[config.mk]
export PLATFORM = sky130hd
export DESIGN_NAME = comb_sweep_ctrl
export DESIGN_NICKNAME = d
export VERILOG_FILES = /design/src/rtl/comb_sweep_pkg.sv /design/src/rtl/comb_sweep_check.sv /design/src/rtl/comb_sweep_ctrl.sv
export SDC_FILE = /design/constraint.sdc
export NUM_CORES = 1
export LEC_CHECK = 0
export CAP_MARGIN = 25
export CORE_UTILIZATION = 55
export CTS_CLUSTER_SIZE = 30
export DETAILED_ROUTE_END_ITERATION = 7
export DONT_BUFFER_PORTS = 1
export GPL_ROUTABILITY_DRIVEN = 1
export PLACE_DENSITY_LB_ADDON = 0.1
export SYNTH_ARGS = -nofsm -noshare
export SYNTH_HDL_FRONTEND = slang
export SYNTH_SLANG_ARGS = --single-unit
[constraint.sdc]
create_clock -name clk -period 1.7 [get_ports clk]
set_input_delay 0.34 -clock clk [delete_from_list [all_inputs] [get_ports clk]]
set_output_delay 0.34 -clock clk [all_outputs]
set_load 0.01 [all_outputs]
[src/rtl/comb_sweep_pkg.sv]
// Shared definitions for the combinational-implementation sweep checker.
//   state_e    : sequencer states
//   *_DEF      : default vector width, implementation count and settle time
//   all_equal  : true when the low n bits of y are all zeros or all ones
package comb_sweep_pkg;

  typedef enum logic [1:0] {
    IDLE  = 2'd0,
    WAIT  = 2'd1,
    CHECK = 2'd2,
    DONE  = 2'd3
  } state_e;

  localparam int unsigned N_IN_DEF   = 4;
  localparam int unsigned N_IMPL_DEF = 4;
  localparam int unsigned SETTLE_DEF = 1;

  function automatic logic all_equal(input logic [31:0] y, input int unsigned n);
    logic [31:0] mask;
    mask = (n >= 32) ? '1 : ((32'd1 << n) - 32'd1);
    return ((y & mask) == '0) || ((y & mask) == mask);
  endfunction

endpackage

[src/rtl/comb_sweep_check.sv]
// Mismatch detector, error counter and first-failure capture.
// Ports:
//   clk_i            : clock, rising edge
//   rst_ni           : synchronous active-low reset
//   clear_i          : zero the counter and capture registers
//   en_i             : sample y_i for the vector vec_i this cycle
//   vec_i [N_IN]     : vector currently driven
//   y_i [N_IMPL]     : implementation outputs
//   err_cnt_o        : number of mismatching vectors
//   fail_valid_o     : capture registers hold data
//   first_fail_vec_o : vector of the first mismatch
//   first_fail_y_o   : implementation outputs at the first mismatch
module comb_sweep_check
  import comb_sweep_pkg::*;
#(
  parameter int unsigned N_IN   = N_IN_DEF,
  parameter int unsigned N_IMPL = N_IMPL_DEF
) (
  input  logic              clk_i,
  input  logic              rst_ni,
  input  logic              clear_i,
  input  logic              en_i,
  input  logic [N_IN-1:0]   vec_i,
  input  logic [N_IMPL-1:0] y_i,
  output logic [N_IN:0]     err_cnt_o,
  output logic              fail_valid_o,
  output logic [N_IN-1:0]   first_fail_vec_o,
  output logic [N_IMPL-1:0] first_fail_y_o
);

  logic              mismatch;
  logic [N_IN:0]     err_cnt_q;
  logic              fail_valid_q;
  logic [N_IN-1:0]   ff_vec_q;
  logic [N_IMPL-1:0] ff_y_q;

  assign mismatch = ~all_equal(32'(y_i), N_IMPL);

  // err_cnt holds at most 2**N_IN, which fits in N_IN+1 bits without wrap.
  always_ff @(posedge clk_i) begin
    if (!rst_ni || clear_i) begin
      err_cnt_q    <= '0;
      fail_valid_q <= 1'b0;
      ff_vec_q     <= '0;
      ff_y_q       <= '0;
    end else if (en_i && mismatch) begin
      err_cnt_q <= err_cnt_q + {{N_IN{1'b0}}, 1'b1};
      if (!fail_valid_q) begin
        fail_valid_q <= 1'b1;
        ff_vec_q     <= vec_i;
        ff_y_q       <= y_i;
      end
    end
  end

  assign err_cnt_o        = err_cnt_q;
  assign fail_valid_o     = fail_valid_q;
  assign first_fail_vec_o = ff_vec_q;
  assign first_fail_y_o   = ff_y_q;

endmodule

[src/rtl/comb_sweep_ctrl.sv]
// Self-check sequencer: sweeps every input vector into all implementations,
// waits SETTLE cycles per vector, then compares their outputs.
// Ports:
//   clk, rst_n      : clock and synchronous active-low reset
//   start           : begin a sweep (accepted in IDLE only)
//   abort           : cancel a running sweep
//   vec [N_IN]      : driven vector {A,B,C,D}, A is the MSB
//   y_in [N_IMPL]   : implementation outputs, bit i = implementation i
//   busy            : high in WAIT and CHECK
//   done            : one-cycle pulse after a completed sweep
//   pass            : last completed sweep had no mismatches
//   err_cnt         : number of mismatching vectors
//   fail_valid      : first-failure capture valid
//   first_fail_vec  : vector of the first mismatch
//   first_fail_y    : y_in captured at the first mismatch
module comb_sweep_ctrl
  import comb_sweep_pkg::*;
#(
  parameter int unsigned N_IN   = N_IN_DEF,
  parameter int unsigned N_IMPL = N_IMPL_DEF,
  parameter int unsigned SETTLE = SETTLE_DEF
) (
  input  logic              clk,
  input  logic              rst_n,
  input  logic              start,
  input  logic              abort,
  output logic [N_IN-1:0]   vec,
  input  logic [N_IMPL-1:0] y_in,
  output logic              busy,
  output logic              done,
  output logic              pass,
  output logic [N_IN:0]     err_cnt,
  output logic              fail_valid,
  output logic [N_IN-1:0]   first_fail_vec,
  output logic [N_IMPL-1:0] first_fail_y
);

  localparam int unsigned    CW        = $clog2(SETTLE + 1);
  localparam logic [CW-1:0]  SETTLE_M1 = CW'(SETTLE - 1);
  localparam logic [N_IN-1:0] VEC_MAX  = '1;

  state_e          state_q, state_d;
  logic [N_IN-1:0] vec_q, vec_d;
  logic [CW-1:0]   cnt_q, cnt_d;
  logic            pass_q, pass_d;
  logic            chk_clear, chk_en;

  always_ff @(posedge clk) begin
    if (!rst_n) begin
      state_q <= IDLE;
      vec_q   <= '0;
      cnt_q   <= '0;
      pass_q  <= 1'b0;
    end else begin
      state_q <= state_d;
      vec_q   <= vec_d;
      cnt_q   <= cnt_d;
      pass_q  <= pass_d;
    end
  end

  always_comb begin
    state_d   = state_q;
    vec_d     = vec_q;
    cnt_d     = cnt_q;
    pass_d    = pass_q;
    chk_clear = 1'b0;
    chk_en    = 1'b0;
    unique case (state_q)
      IDLE: begin
        if (start) begin
          state_d   = WAIT;
          vec_d     = '0;
          cnt_d     = SETTLE_M1;
          pass_d    = 1'b0;
          chk_clear = 1'b1;
        end
      end
      WAIT: begin
        if (abort) begin
          state_d = IDLE;
        end else if (cnt_q == '0) begin
          state_d = CHECK;
        end else begin
          cnt_d = cnt_q - CW'(1);
        end
      end
      CHECK: begin
        // An aborted CHECK never enables the checker, so its sample is dropped.
        if (abort) begin
          state_d = IDLE;
        end else begin
          chk_en = 1'b1;
          if (vec_q == VEC_MAX) begin
            state_d = DONE;
          end else begin
            vec_d   = vec_q + N_IN'(1);
            cnt_d   = SETTLE_M1;
            state_d = WAIT;
          end
        end
      end
      DONE: begin
        // err_cnt is final here: the last CHECK updated it on the entry edge.
        pass_d  = (err_cnt == '0);
        state_d = IDLE;
      end
      default: state_d = IDLE;
    endcase
  end

  comb_sweep_check #(
    .N_IN   (N_IN),
    .N_IMPL (N_IMPL)
  ) u_check (
    .clk_i            (clk),
    .rst_ni           (rst_n),
    .clear_i          (chk_clear),
    .en_i             (chk_en),
    .vec_i            (vec_q),
    .y_i              (y_in),
    .err_cnt_o        (err_cnt),
    .fail_valid_o     (fail_valid),
    .first_fail_vec_o (first_fail_vec),
    .first_fail_y_o   (first_fail_y)
  );

  assign vec  = vec_q;
  assign busy = (state_q == WAIT) || (state_q == CHECK);
  assign done = (state_q == DONE);
  assign pass = pass_q;

endmodule
# Word level (Yosys, flattened, before mapping)
# Index checks and enable logic that the tools add are counted.
[totals]
reg_bits = 22
latch_bits = 0
mem_bits_rw = 0
rom_bits = 0
in_bits = 8
out_inout_bits = 21
elab_cells = 60
memories = 0
[op_classes]
addsub = 3
mul = 0
n_div = 0
order_cmp = 0
n_eq_ne = 10
n_shift = 0
mux = 21
bitwise_logic = 2
n_reduce_logical = 16
[op_table]
columns = ["operator", "count"]
rows = [
  ["$logic_not A32 Y1", 1],
  ["$mux W4", 3],
  ["$mux W2", 5],
  ["$mux W1", 9],
  ["$eq A4 B4 Y1 const B", 2],
  ["$ne A2 B2 Y1 const B", 4],
  ["$pmux W2 S4", 1],
  ["$pmux W4 S2", 1],
  ["$reduce_and A2 Y1", 3],
  ["$add A5 B1 Y5 const B", 1],
  ["$logic_not A5 Y1", 1],
  ["$reduce_and A5 Y1", 1],
  ["$add A4 B1 Y4 const B", 1],
  ["$eq A2 B2 Y1 const B", 2],
  ["$reduce_and A4 Y1", 1],
  ["$reduce_bool A2 Y1", 2],
  ["$logic_or A1 B1 Y1", 3],
  ["$ne A3 B3 Y1 const B", 1],
  ["$pmux W1 S3", 1],
  ["$reduce_bool A3 Y1", 1],
  ["$eq A2 B1 Y1 const B", 1],
  ["$logic_not A2 Y1", 1],
  ["$not A1 Y1", 2],
  ["$pmux W1 S2", 1],
  ["other kinds (3)", 3],
]

# Longest topological paths before layout
# Gate-level depths: netlist of the first run.
[logic_depth]
ltp_word = 5
ltp_mapped = 7
mapped_depth_nobuf = 5

# Cells and area by module
# A second synthesis of the first run with hierarchy kept.
[unflattened]
cells_unflattened = 120
hier_area_um2 = 1123.6
[by_module_without_submodules]
columns = ["mod", "instances", "cells_each", "area_each_um2", "seq_area_each_um2"]
rows = [
  ["comb_sweep_check", 1, 70, 656.9, 280.3],
  ["comb_sweep_ctrl", 1, 50, 466.7, 140.1],
]

# Least setup slack after synthesis of the first run
# No wires, ideal clock.
[synth_timing]
kind = "reg-to-reg"
start = "register state_q[0]"
end = "register vec_q[3], in the netlist vec[3]"
setup_time_ps = 117
arrival_ps = 1528
t_required_ps = 1583
setup_slack_ps = 55
stages_incl_launch_ff = 7
path_buffers = 1
period_less_slack_ps = 1645
cell_sequence = "dfxtp_1 inv_1 ha_1 clkbuf_1 nand2b_1 a221o_1 a32o_1"
[synth_via]
elab_chain_cells = 3
elab_cells_between_ends = 8
cone_classes = "eq/ne (4); mux (1); reduce/logical (3)"
[synth_lines]
columns = ["item", "line_no", "text"]
rows = [
  ["from (decl)", "comb_sweep_ctrl.sv:42", "state_e state_q, state_d;"],
  ["from (signal assigned)", "comb_sweep_ctrl.sv:55", "state_q <= state_d;"],
  ["$eq A2 B2 Y1 or $logic_not A2 Y1 (tied branches)", "comb_sweep_ctrl.sv:69", "unique case (state_q)"],
  ["$ne A2 B2 Y1 (no source line) or $reduce_bool A2 Y1 (tied branches)", "--", ""],
  ["$reduce_and A4 Y1 (no source line)", "--", ""],
  ["to (signal assigned)", "comb_sweep_ctrl.sv:56", "vec_q <= vec_d;"],
  ["to (decl)", "comb_sweep_ctrl.sv:43", "logic [N_IN-1:0] vec_q, vec_d;"],
]
# Parallel ways exist; a longest one is shown, timed or not.
# A chain may end at the register's enable or synchronous reset.

# Worst setup path in the final report of the first run
# Same ends and word-level chain as after synthesis.

==> parameters.txt, run 1 <==
Parameter                              Value

Run status
  Result of the run ... completed

Placement
  Placement-stage cell area ... 1190 um^2
  Buffers on Ports ... 0
  GP Congestion ... 0.776
  Detail Placement HPWL ... 1620 um

Finish
  Antenna diode count ... 0
  Layout cells sized above 1 ... 10.1%
  Post-Layout Inst Area ... ~1200 um^2
  Nets@finish ... between 100 and 150
  Final cell utilization of the core ... 62.2%
  Leading cell types in the layout, fill and taps excluded ... 27 x sky130_fd_sc_hd__nand2_1, 21 x sky130_fd_sc_hd__dfxtp_1, 16 x sky130_fd_sc_hd__mux2i_1
  Most common library cell in the layout ignoring fill and taps ... sky130_fd_sc_hd__nand2_1
  Area added between synthesis and finish ... 5.63%
  Filler cell count ... 191

GRT
  Largest net degree at the start of global routing ... 28
  Via count of the first global-routing pass ... 812
  Remaining global-route overflow ... 0
  Global-route wire length before repair ... 3050 um
  Initial antenna violation count ... 0
  Overall routing resource usage ... around a fifth

STA
  Min Clock Period, post-route ... ~1.6 ns
  Max-slew violation total from the final report ... 0
  Final setup skew ... 0.00242 ns
  Final critical-path share of the clock period ... a little over nine tenths
  Setup repair after global routing missed its margin ... false
  Sum of negative setup slack ... 0 ns
  Setup-failing EPs final ... 0
  Number of hold-slack violations in the final timing report ... 0
  Maximum clock rate ... between 600 and 700 MHz
  Final worst hold slack ... about 0.16 ns
  Worst Max-Slew Pin Slew ... about 0.43 ns
  Max-Slew Margin vs Limit ... between 70% and 80%

Yosys
  Cell type with the largest total area after synthesis ... sky130_fd_sc_hd__dfxtp_1
  Cell count after synthesis ... ~130
  Flop and latch count out of synthesis ... 21
  Yosys warning count ... 0
  Count of unique library cells instantiated by Yosys ... 35
  Cell area after technology mapping ... 1150 um^2
  Portion of synthesized cell area occupied by the leading cell type ... a little over a third
  Cell types occupying the most area after synthesis ... sky130_fd_sc_hd__dfxtp_1 36%, sky130_fd_sc_hd__mux2i_1 14%, sky130_fd_sc_hd__nand2_1 8.8%
  Seq/Total Area, Yosys ... between 30% and 40%
  Number of nets in the synthesized netlist ... between 100 and 150
  Synth Area per Inst ... between 9 and 10 um^2

Clock tree
  Buffer levels on the longest clock path ... 2
  Quantity of hold-fixing buffers added after cts ... 0
  Clk slew on worst S/H paths ... 0.11 ns
  Clock latency on the worst-skew pair ... 0.29 ns
  TritonCTS clock tree ... done
  Total clock buffers created by CTS ... 3
  Post-CTS Resized ... 0
  Clock root buffer master ... sky130_fd_sc_hd__clkbuf_4
  Postcts setup bufs ... 0
  H-tree levels ... 1
  Total number of clock tree sinks ... 21

Critical path
  Crit. End Element ... flip-flop
  Slack of the worst reg-to-reg path ... around 0.10 ns
  Cells traversed along the worst timing path ... inv_1 > ha_1 > nand2b_1 > a221o_1 > a32o_1
  Kind of critical path ... flip-flop to flip-flop
  Worst Path Required ... 1.90 ns
  Element type at the critical path start ... flip-flop
  Maximum fanout count along the critical path ... 5
  Worst Path Arrival ... between 1.5 and 2 ns
  Delay of the slowest cell on the worst path ... approximately 0.39 ns
  Critical path's slowest cell ... sky130_fd_sc_hd__dfxtp_1

Route
  Number of nets with antenna violations after routing ... 0
  Via/cell ratio ... approximately 5.8
  Number of violations reported at the end of detailed-routing iteration 0 ... 7
  Routed wire length ... between 2000 and 2500 um
  1st-pass router iterations ... 4
  Overall via count from detail_route ... around 910
  Post-route DRC ... 0
  Average routed wire per standard cell ... approximately 13 um

Worst hold path
  Type of the worst min-delay path ... input pin to flip-flop

Floorplan
  Effective utilization at floorplan ... between 50% and 60%
  Area of the die ... about 2300 um^2
  Chip height ... 47.8 um
  Floorplan row count ... 16
  Die extent in x ... roughly 48 um
  Core Area ... 1960 um^2
  Boundary pin count ... 29

Job
  Max Cap Viol ... 0

Pwr
  IR Drop Worst-Case VDD ... ~0.45 mV
  Leakage power of the design ... 0.000426 uW
  Pwr dens ... slightly below 700 nW/um^2
[cell families (layout without fill, tap and decap cells)]
| family | after synthesis | count (layout) | share of synthesized area (%) |
|---|---|---|---|
| simple gates | 56 | 56 | 27.0 |
| flops | 21 | 21 | 36.4 |
| mux | 16 | 16 | 13.9 |
| fa+ha+maj | 7 | 7 | 7.58 |
| buf+inv | 13 | 15 | 5.85 |
| compound gates | 14 | 14 | 9.32 |
[Yosys cell counts]
library cell               count
sky130_fd_sc_hd__nand2_1      27
sky130_fd_sc_hd__dfxtp_1      21
sky130_fd_sc_hd__mux2i_1      16
sky130_fd_sc_hd__ha_1          7
sky130_fd_sc_hd__inv_1         6
sky130_fd_sc_hd__nand2b_1      6
sky130_fd_sc_hd__nand3_1       4
sky130_fd_sc_hd__buf_2         3
sky130_fd_sc_hd__a21oi_1       2
sky130_fd_sc_hd__and2_1        2
sky130_fd_sc_hd__buf_6         2
sky130_fd_sc_hd__clkbuf_1      2
sky130_fd_sc_hd__nor2_1        2
sky130_fd_sc_hd__nor2b_1       2
sky130_fd_sc_hd__nor3_1        2
sky130_fd_sc_hd__nor4_1        2
sky130_fd_sc_hd__o211ai_1      2
sky130_fd_sc_hd__o21ai_0       2
sky130_fd_sc_hd__a211oi_1      1
sky130_fd_sc_hd__a21boi_2      1
sky130_fd_sc_hd__a221o_1       1
sky130_fd_sc_hd__a221oi_1      1
sky130_fd_sc_hd__a32o_1        1
sky130_fd_sc_hd__a41oi_1       1
sky130_fd_sc_hd__and2b_1       1
sky130_fd_sc_hd__and4_4        1
sky130_fd_sc_hd__nand2b_4      1
sky130_fd_sc_hd__nand3b_1      1
sky130_fd_sc_hd__nand4_1       1
sky130_fd_sc_hd__nand4b_1      1
sky130_fd_sc_hd__nor4_2        1
sky130_fd_sc_hd__nor4_4        1
sky130_fd_sc_hd__nor4b_1       1
sky130_fd_sc_hd__o21a_1        1
sky130_fd_sc_hd__o32ai_1       1
[critical path, delay by kind of cell, from the launching register on]
family | cells | cell delay [ns]
compound gates | 2 | 0.55
flops | 1 | 0.39
buf+inv | 1 | 0.09
simple gates | 1 | 0.19
fa+ha+maj | 1 | 0.28
[metal layers]
layer / wire (um) / track usage (%) / share of wire, % / vias up
met3: 131 / 4.91 / 6.4 / 2
met2: 1020 / 33.8 / 50 / 24
met4: 12 / 8.33 / 0.58 / 0
met1: 889 / 21.2 / 43 / 431
met5: 0 / 0 / 0 / -
li1: - / - / - / 449
[stage by stage]
step	std cells	setup WS, ns	total power, uW
2_1_floorplan	127	0.0550	605
3_3_place_gp	152	0.190	622
3_5_place_dp	152	0.114	626
4_1_cts	156	0.0994	861
5_1_grt	156	0.0160	887
6_report	156	0.104	850
[final cells by class]
cell class	count	area [um^2]	share of cell area (%)
inverter	6	22.5	1.85
multi-input combinational	93	667	54.7
clock buffer	4	26.3	2.15
timing repair buffer	5	50.0	4.10
tap	27	33.8	2.77
sequential	21	420	34.5
[flip-flops by register name (all words and copies together), names as in the netlist]
signal,flops
state_q,2
u_check.fail_valid_o,1
u_check.first_fail_vec_o,4
pass,1
u_check.err_cnt_o,5
vec,4
u_check.first_fail_y_o,4
[path summary, 6_finish.rpt]
| kind | endpoint | cells past startpoint | from |
|---|---|---|---|
| worst max-delay path | vec[3] | 5 | state_q[0] |
| worst min-delay path | state_q[1] | 1 | rst_n |
| worst max register to register | vec[3] | 5 | state_q[0] |
| worst min register to register | u_check.first_fail_vec_o[1] | 2 | u_check.first_fail_vec_o[1] |
[power breakdown]
part	leakage (uW)	switching [uW]	internal, uW
Clock	0.0000150	145	91.2
Combinational	0.000242	61.9	50.1
Sequential	0.000169	5.25	497
Total	0.000426	212	638
No activity file was read; power rests on OpenSTA's default activity.
==> run 2: changes to the inputs <==
--- a/config.mk
+++ b/config.mk
@@ -5,9 +5,10 @@
 export SDC_FILE = /design/constraint.sdc
 export NUM_CORES = 1
 export LEC_CHECK = 0
+export ABC_AREA = 1
 export CAP_MARGIN = 25
 export CORE_UTILIZATION = 55
-export CTS_CLUSTER_SIZE = 30
+export CTS_CLUSTER_SIZE = 40
 export DETAILED_ROUTE_END_ITERATION = 7
 export DONT_BUFFER_PORTS = 1
 export GPL_ROUTABILITY_DRIVEN = 1
@@ -15,3 +16,4 @@
 export SYNTH_ARGS = -nofsm -noshare
 export SYNTH_HDL_FRONTEND = slang
 export SYNTH_SLANG_ARGS = --single-unit
+export TNS_END_PERCENT = 50
==> run 2 against run 1 <==
Sequential power increased by 4.4%. Synthesized area decreased by 0.43%. Largest power group unchanged. Clock-buffer cell count decreased by 1. Via count increased by 9.4%.
==> parameters.txt, run 2 <==
Parameter                              Value

Run status
  Result of the run ... completed

GRT
  Overall routing resource usage ... 21.2% (+2.1 points)
  Via count of the first global-routing pass ... 778 (-4.2%)
  Remaining global-route overflow ... 0 (unchanged)
  Global-route wire length before repair ... 3360 um (+10%)
  Largest net degree at the start of global routing ... 14 (-50%)
  Initial antenna violation count ... 0 (unchanged)

Placement
  Detail Placement HPWL ... 1700 um (+5.0%)
  Buffers on Ports ... 0 (unchanged)
  GP Congestion ... 0.731 (-5.8%)

Route
  Number of nets with antenna violations after routing ... 0 (unchanged)
  Average routed wire per standard cell ... 11.3 um (-15%)
  Via/cell ratio ... 5.06 (-13%)
  Overall via count from detail_route ... 991 (+9.4%)
  1st-pass router iterations ... 4 (unchanged)
  Number of violations reported at the end of detailed-routing iteration 0 ... 9 (+2)
  Post-route DRC ... 0 (unchanged)
  Routed wire length ... 2210 um (+7.3%)

Yosys
  Portion of synthesized cell area occupied by the leading cell type ... 36.6% (+0.16 points)
  Count of unique library cells instantiated by Yosys ... 19 (-46%)
  Most used DFF post-synth ... sky130_fd_sc_hd__dfxtp_1
  Number of nets in the synthesized netlist ... 181 (+27%)
  Yosys warning count ... 0 (unchanged)
  Synth top cells by count ... 37 x sky130_fd_sc_hd__nand2_1, 27 x sky130_fd_sc_hd__nor2_1, 21 x sky130_fd_sc_hd__dfxtp_1
  Area share of and/or/nand/nor cells after synthesis ... 37.2% (+10 points)
  Count of flip-flops with a built-in enable after synthesis ... 0 (unchanged)
  Main combinational cell family by area after synthesis ... simple AND/OR/NAND/NOR gates
  Share of synthesized area spent on multiplexers ... 0% (-14 points)
  Cell count after synthesis ... 166 (+31%)
  Fraction of the mapped netlist area in adder cells ... 7.62% (+0.033 points)
  Xor/xnor cell area share of the yosys netlist ... 0.762% (+0.76 points)
  Dominant cell by count in the synthesized netlist ... sky130_fd_sc_hd__nand2_1
  Seq/Total Area, Yosys ... 36.6% (+0.16 points)
  Cell area after technology mapping ... 1150 um^2 (-0.43%)
  Cell types occupying the most area after synthesis ... sky130_fd_sc_hd__dfxtp_1 37%, sky130_fd_sc_hd__nand2_1 12%, sky130_fd_sc_hd__nor2_1 8.8%
  Flop and latch count out of synthesis ... 21 (unchanged)
  Share of flip-flops with an asynchronous set or reset after synthesis ... 0% (unchanged)
  Cell type with the largest total area after synthesis ... sky130_fd_sc_hd__dfxtp_1
  Synthesized-area fraction occupied by ao, oa, aoi and oai cells ... 8.27% (-1.0 points)
  Synth Area per Inst ... 6.93 um^2 (-24%)

STA
  Final critical-path share of the clock period ... 90.0% (-3.9 points)
  Sum of negative setup slack ... 0 ns (unchanged)
  Setup repair after global routing missed its margin ... false
  Min Clock Period, post-route ... 1.53 ns (-0.0655 ns)
  Worst Max-Slew Pin Slew ... 0.418 ns (-0.00777 ns)
  Maximum clock rate ... 653 MHz (+4.3%)
  Max-slew violation total from the final report ... 0 (unchanged)
  Number of hold-slack violations in the final timing report ... 0 (unchanged)
  Max-Slew Margin vs Limit ... 72.1% (+0.71 points)
  Final setup skew ... 0.00702 ns (+0.00460 ns)
  Setup-failing EPs final ... 0 (unchanged)

Critical path
  Maximum fanout count along the critical path ... 8 (+3)
  Kind of critical path ... flip-flop to flip-flop
  Worst Path Required ... 1.94 ns (+0.04 ns)
  Worst Path Arrival ... 1.77 ns (-0.03 ns)
  Startpoint of the worst-slack reg-to-reg timing path ... state_q[0]
  Slack of the worst reg-to-reg path ... 0.17 ns (+0.07 ns)
  Crit. End Element ... flip-flop
  R2r worst-path depth ... 8 (+3)
  R2r endpoint ... u_check.first_fail_y_o[3]
  Element type at the critical path start ... flip-flop

Pwr
  Seq pwr share ... 59.4% (+0.3 points)
  Pwr dens ... 728 nW/um^2 (+4.6%)
  Int Power ... 633 uW (-0.85%)
  Sw Pwr ... 251 uW (+18%)
  Sw Share ... 28.4% (+3.5 points)
  Leakage power of the design ... 0.000527 uW (+24%)
  Portion of total power attributed to the clock network ... 27.5% (-0.2 points)
  Combinational share of power ... 13.1% (about the same)
  Final Power ... 883 uW (+4.0%)
  IR Drop Worst-Case VDD ... 0.654 mV (+46%)

Worst hold path
  End point of the most critical hold path ... state_q[1]
  Type of the worst min-delay path ... input pin to flip-flop
  Hold path depth ... 2 (+1)
  Hold path startpoint ... rst_n

Finish
  Flip-flop count of the largest register after layout ... 5 (unchanged)
  Layout cells sized above 1 ... 8.28% (-1.8 points)
  Most common library cell in the layout ignoring fill and taps ... sky130_fd_sc_hd__nand2_1
  Antenna diode count ... 0 (unchanged)
  Leading cell types in the layout, fill and taps excluded ... 37 x sky130_fd_sc_hd__nand2_1, 27 x sky130_fd_sc_hd__nor2_1, 21 x sky130_fd_sc_hd__dfxtp_1
  Nets@finish ... 185 (+28%)
  Area added between synthesis and finish ... 5.44%

Clock tree
  Clock latency on the worst-skew pair ... 0.30 ns (about the same)
  H-tree levels ... 1 (unchanged)
  Clock root buffer master ... sky130_fd_sc_hd__clkbuf_4
  Clk slew on worst S/H paths ... 0.12 ns (about the same)
  Post-CTS Resized ... 0 (unchanged)
  TritonCTS clock tree ... done
  Total clock buffers created by CTS ... 3 (unchanged)
  Quantity of hold-fixing buffers added after cts ... 0 (unchanged)
  Total number of clock tree sinks ... 21 (unchanged)
  Buffer levels on the longest clock path ... 2 (unchanged)
  Postcts setup bufs ... 0 (unchanged)

Floorplan
  Effective utilization at floorplan ... 58.6% (-0.26 points)
  Area of the die ... 2280 um^2 (-0.40%)
  Core Area ... 1960 um^2 (unchanged)
  Boundary pin count ... 29 (unchanged)
  Floorplan row count ... 16 (unchanged)
  Die extent in x ... 47.7 um (-0.20%)
  Chip height ... 47.7 um (-0.20%)

Job
  Max Cap Viol ... 0 (unchanged)
run 2: cells by family after synthesis:
kind of cell | Yosys count
simple gates | 90
buf+inv | 28
flops | 21
compound gates | 19
fa+ha+maj | 7
xor+xnor | 1
run 2: how the worst max path moves through the flow:
stage                                        to  cells after the start  startpoint
floorplan           u_check.first_fail_vec_o[0]                      8  state_q[0]
global placement    u_check.first_fail_vec_o[0]                      8  state_q[0]
detailed placement    u_check.first_fail_y_o[3]                      8  state_q[0]
CTS                   u_check.first_fail_y_o[3]                      8  state_q[0]
global route          u_check.first_fail_y_o[3]                      8  state_q[0]
finish                u_check.first_fail_y_o[3]                      8  state_q[0]
run 2: area by class of cell:
cell class                 instances  area (um^2)
clock buffer                       3         22.5
fill                             197          749
timing repair buffer               2         15.0
clock inverter                     1         5.00
sequential                        21          420
tap                               27         33.8
inverter                          25         93.8
multi-input combinational        117          622
run 2: routing by layer:
layer | track usage [%] | wire length, um | vias up
li1 | - | - | 538
met1 | 28.5 | 1100 | 429
met2 | 31.4 | 967 | 22
met3 | 9.06 | 124 | 2
met4 | 5.00 | 15 | 0
met5 | 0 | 0 | -
run 2: critical path, cell delays in order, from the launching register on:
cell	delay (ns)
sky130_fd_sc_hd__dfxtp_1	0.34
sky130_fd_sc_hd__inv_1	0.11
sky130_fd_sc_hd__ha_2	0.26
sky130_fd_sc_hd__inv_2	0.09
sky130_fd_sc_hd__nor2_8	0.16
sky130_fd_sc_hd__nand3_4	0.16
sky130_fd_sc_hd__nor2_8	0.16
sky130_fd_sc_hd__nor2_1	0.05
sky130_fd_sc_hd__nor2_1	0.13
run 2: through the flow:
step	hold slack [ns]	util [%]	cell area, um^2	setup slack (ns)	cells
finish	0.151	61.8	1210	0.169	196
global route	0.131	61.8	1210	0.00688	196
CTS	0.145	61.7	1210	0.0918	196
detailed placement	0.477	60.3	1180	0.114	192
global placement	0.473	60.3	1180	0.214	192
floorplan	0.460	-	1150	0.398	166
run 2: power by group through the flow:
stage / logic [uW] / clock network, uW / registers (uW)
after floorplan: 95.4 / 0 / 533
after global placement: 112 / 0 / 535
after detailed placement: 116 / 0 / 536
after CTS: 116 / 250 / 525
after global routing: 136 / 269 / 528
final: 116 / 243 / 524
==> run 3: changes to the inputs <==
==> constraint.sdc (replaced) <==
create_clock -name clk -period 1.7 [get_ports clk]
set_input_delay 0.34 -clock clk [delete_from_list [all_inputs] [get_ports clk]]
set_output_delay 0.34 -clock clk [all_outputs]
set_load 0.1 [all_outputs]
==> run 3 against run 2 <==
Hold slack got worse by 0.018 ns. Sequential power fell by 1%. Clock skew fell by 0.0048 ns. Setup slack got worse by 0.10 ns. Wire length fell by 0.27%. Fmax fell by 6.2%. Via count rose by 11%. Largest cell class unchanged. Largest power group unchanged. Highest routed layer unchanged.
==> parameters.txt, run 3 (synthesis results as in run 2) <==
Parameter                              Value

Pwr
  Final Power ... 1010 uW (+15%)
  IR Drop Worst-Case VDD ... 0.555 mV (-15%)
  Leakage power of the design ... 0.000642 uW (+22%)
  Pwr dens ... 729 nW/um^2 (+0.11%)

Floorplan
  Floorplan row count ... 16 (unchanged)
  Boundary pin count ... 29 (unchanged)
  Chip height ... 47.7 um (unchanged)
  Effective utilization at floorplan ... 58.6% (unchanged)
  Core Area ... 1960 um^2 (unchanged)
  Area of the die ... 2280 um^2 (unchanged)
  Die extent in x ... 47.7 um (unchanged)

Route
  Routed wire length ... 2200 um (-0.27%)
  Number of nets with antenna violations after routing ... 0 (unchanged)
  Post-route DRC ... 0 (unchanged)
  Number of violations reported at the end of detailed-routing iteration 0 ... 17 (+8)
  1st-pass router iterations ... 5 (+1)
  Overall via count from detail_route ... 1097 (+11%)
  Average routed wire per standard cell ... 10.2 um (-9.5%)
  Via/cell ratio ... 5.08 (+0.45%)

Clock tree
  Quantity of hold-fixing buffers added after cts ... 0 (unchanged)
  Post-CTS Resized ... 0 (unchanged)
  TritonCTS clock tree ... done
  Total clock buffers created by CTS ... 3 (unchanged)
  H-tree levels ... 1 (unchanged)
  Postcts setup bufs ... 0 (unchanged)
  Clock root buffer master ... sky130_fd_sc_hd__clkbuf_4
  Clock latency on the worst-skew pair ... 0.31 ns (about the same)
  Buffer levels on the longest clock path ... 2 (unchanged)
  Clk slew on worst S/H paths ... 0.11 ns (about the same)
  Total number of clock tree sinks ... 21 (unchanged)

STA
  Final worst hold slack ... 0.133 ns (-0.0182 ns)
  Max-slew violation total from the final report ... 0 (unchanged)
  Final setup skew ... 0.00218 ns (-0.00484 ns)
  Max-Slew Margin vs Limit ... 73.7% (+1.6 points)
  Min Clock Period, post-route ... 1.63 ns (+0.102 ns)
  Setup-failing EPs final ... 0 (unchanged)
  Setup repair after global routing missed its margin ... false
  Final critical-path share of the clock period ... 96.0% (+6.0 points)
  Maximum clock rate ... 612 MHz (-6.2%)
  Worst Max-Slew Pin Slew ... 0.394 ns (-0.0241 ns)
  Number of hold-slack violations in the final timing report ... 0 (unchanged)

Finish
  Nets@finish ... 205 (+11%)
  Area added between synthesis and finish ... 20.7%
  Most common library cell in the layout ignoring fill and taps ... sky130_fd_sc_hd__nand2_1
  Post-Layout Inst Area ... 1390 um^2 (+14%)
  Layout cells sized above 1 ... 18.5% (+10 points)
  Flip-flop count of the largest register after layout ... 5 (unchanged)
  Leading cell types in the layout, fill and taps excluded ... 37 x sky130_fd_sc_hd__nand2_1, 27 x sky130_fd_sc_hd__nor2_1, 20 x sky130_fd_sc_hd__inv_1, 20 x sky130_fd_sc_hd__buf_4, 18 x sky130_fd_sc_hd__dfxtp_1
  Final cell count without fillers ... 216 (+10%)
  Antenna diode count ... 0 (unchanged)

Job
  Max Cap Viol ... 0 (unchanged)

Placement
  Placed cell count ... 212 (+10%)
  Placement-stage cell area ... 1360 um^2 (+15%)
  Detail Placement HPWL ... 1720 um (+1.3%)
  GP Congestion ... 0.800 (+9.4%)
  Buffers on Ports ... 0 (unchanged)

GRT
  Via count of the first global-routing pass ... 883 (+13%)
  Largest net degree at the start of global routing ... 14 (unchanged)
  Global-route wire length before repair ... 3300 um (-1.8%)
  Initial antenna violation count ... 0 (unchanged)
  Overall routing resource usage ... 20.5% (-0.70 points)
  Remaining global-route overflow ... 0 (unchanged)

Critical path
  Startpoint of the worst-slack reg-to-reg timing path ... state_q[0]
  Critical path startpoint ... state_q[1]
  Worst Path Arrival ... 1.29 ns (-0.48 ns)
  Crit. End Element ... output port
  Delay of the slowest cell on the worst path ... 0.40 ns (+0.06 ns)
  Worst Path Required ... 1.36 ns (-0.58 ns)
  Critical path's slowest cell ... sky130_fd_sc_hd__dfxtp_1
  Maximum fanout count along the critical path ... 4 (-4)
  Element type at the critical path start ... flip-flop
  Kind of critical path ... flip-flop to output port
  Cells traversed along the worst timing path ... inv_1 > ha_1 > buf_12

Worst hold path
  Hold path startpoint ... rst_n
  Type of the worst min-delay path ... input pin to flip-flop

Run status
  Result of the run ... completed
==> run 3: power breakdown <==
| group | total (uW) | switching (uW) | internal [uW] |
|---|---|---|---|
| Combinational | 254 | 189 | 65.5 |
| Clock | 241 | 149 | 91.7 |
| Sequential | 517 | 9.62 | 507 |
| Total | 1010 | 347 | 664 |
==> run 3: per-layer routing <==
layer / global-route usage, % / part of all wire, % / vias up
met5: 0 / 0 / -
met4: 8.33 / 1.6 / 0
met1: 24.1 / 47 / 482
li1: - / - / 582
met2: 35.4 / 46 / 28
met3: 4.91 / 5.0 / 5
==> run 3: path summary, 6_finish.rpt <==
| check | to | slack [ns] | cells after the start |
|---|---|---|---|
| max | busy | 0.07 | 3 |
| min | vec[1] | 0.13 | 2 |
| max reg2reg | u_check.first_fail_vec_o[2] | 0.16 | 8 |
| min reg2reg | u_check.first_fail_y_o[0] | 0.49 | 2 |
==> run 3: cell type report <==
type,count,area (um^2)
multi-input cells,117,619
flip-flops and latches,21,424
well taps,27,33.8
clock buffers,4,26.3
fillers,182,574
repair buffers,22,190
inverters,25,93.8
==> run 3: critical path: cells and delay by family, from the launching register on <==
kind                       cells  cell delay (ns)
adders and majority gates      1             0.32
buffers and inverters          2             0.26
DFF                            1             0.40
==> run 3: stage by stage <==
stage / setup slack [ns] / setup TNS (ns) / util (%)
after CTS: 0.0613 / 0 / 70.7
after global placement: 0.211 / 0 / 69.4
final: 0.0672 / 0 / 70.7
after global routing: 0.00167 / 0 / 70.7
after floorplan: -0.103 / -0.164 / -
after detailed placement: 0.167 / 0 / 69.4
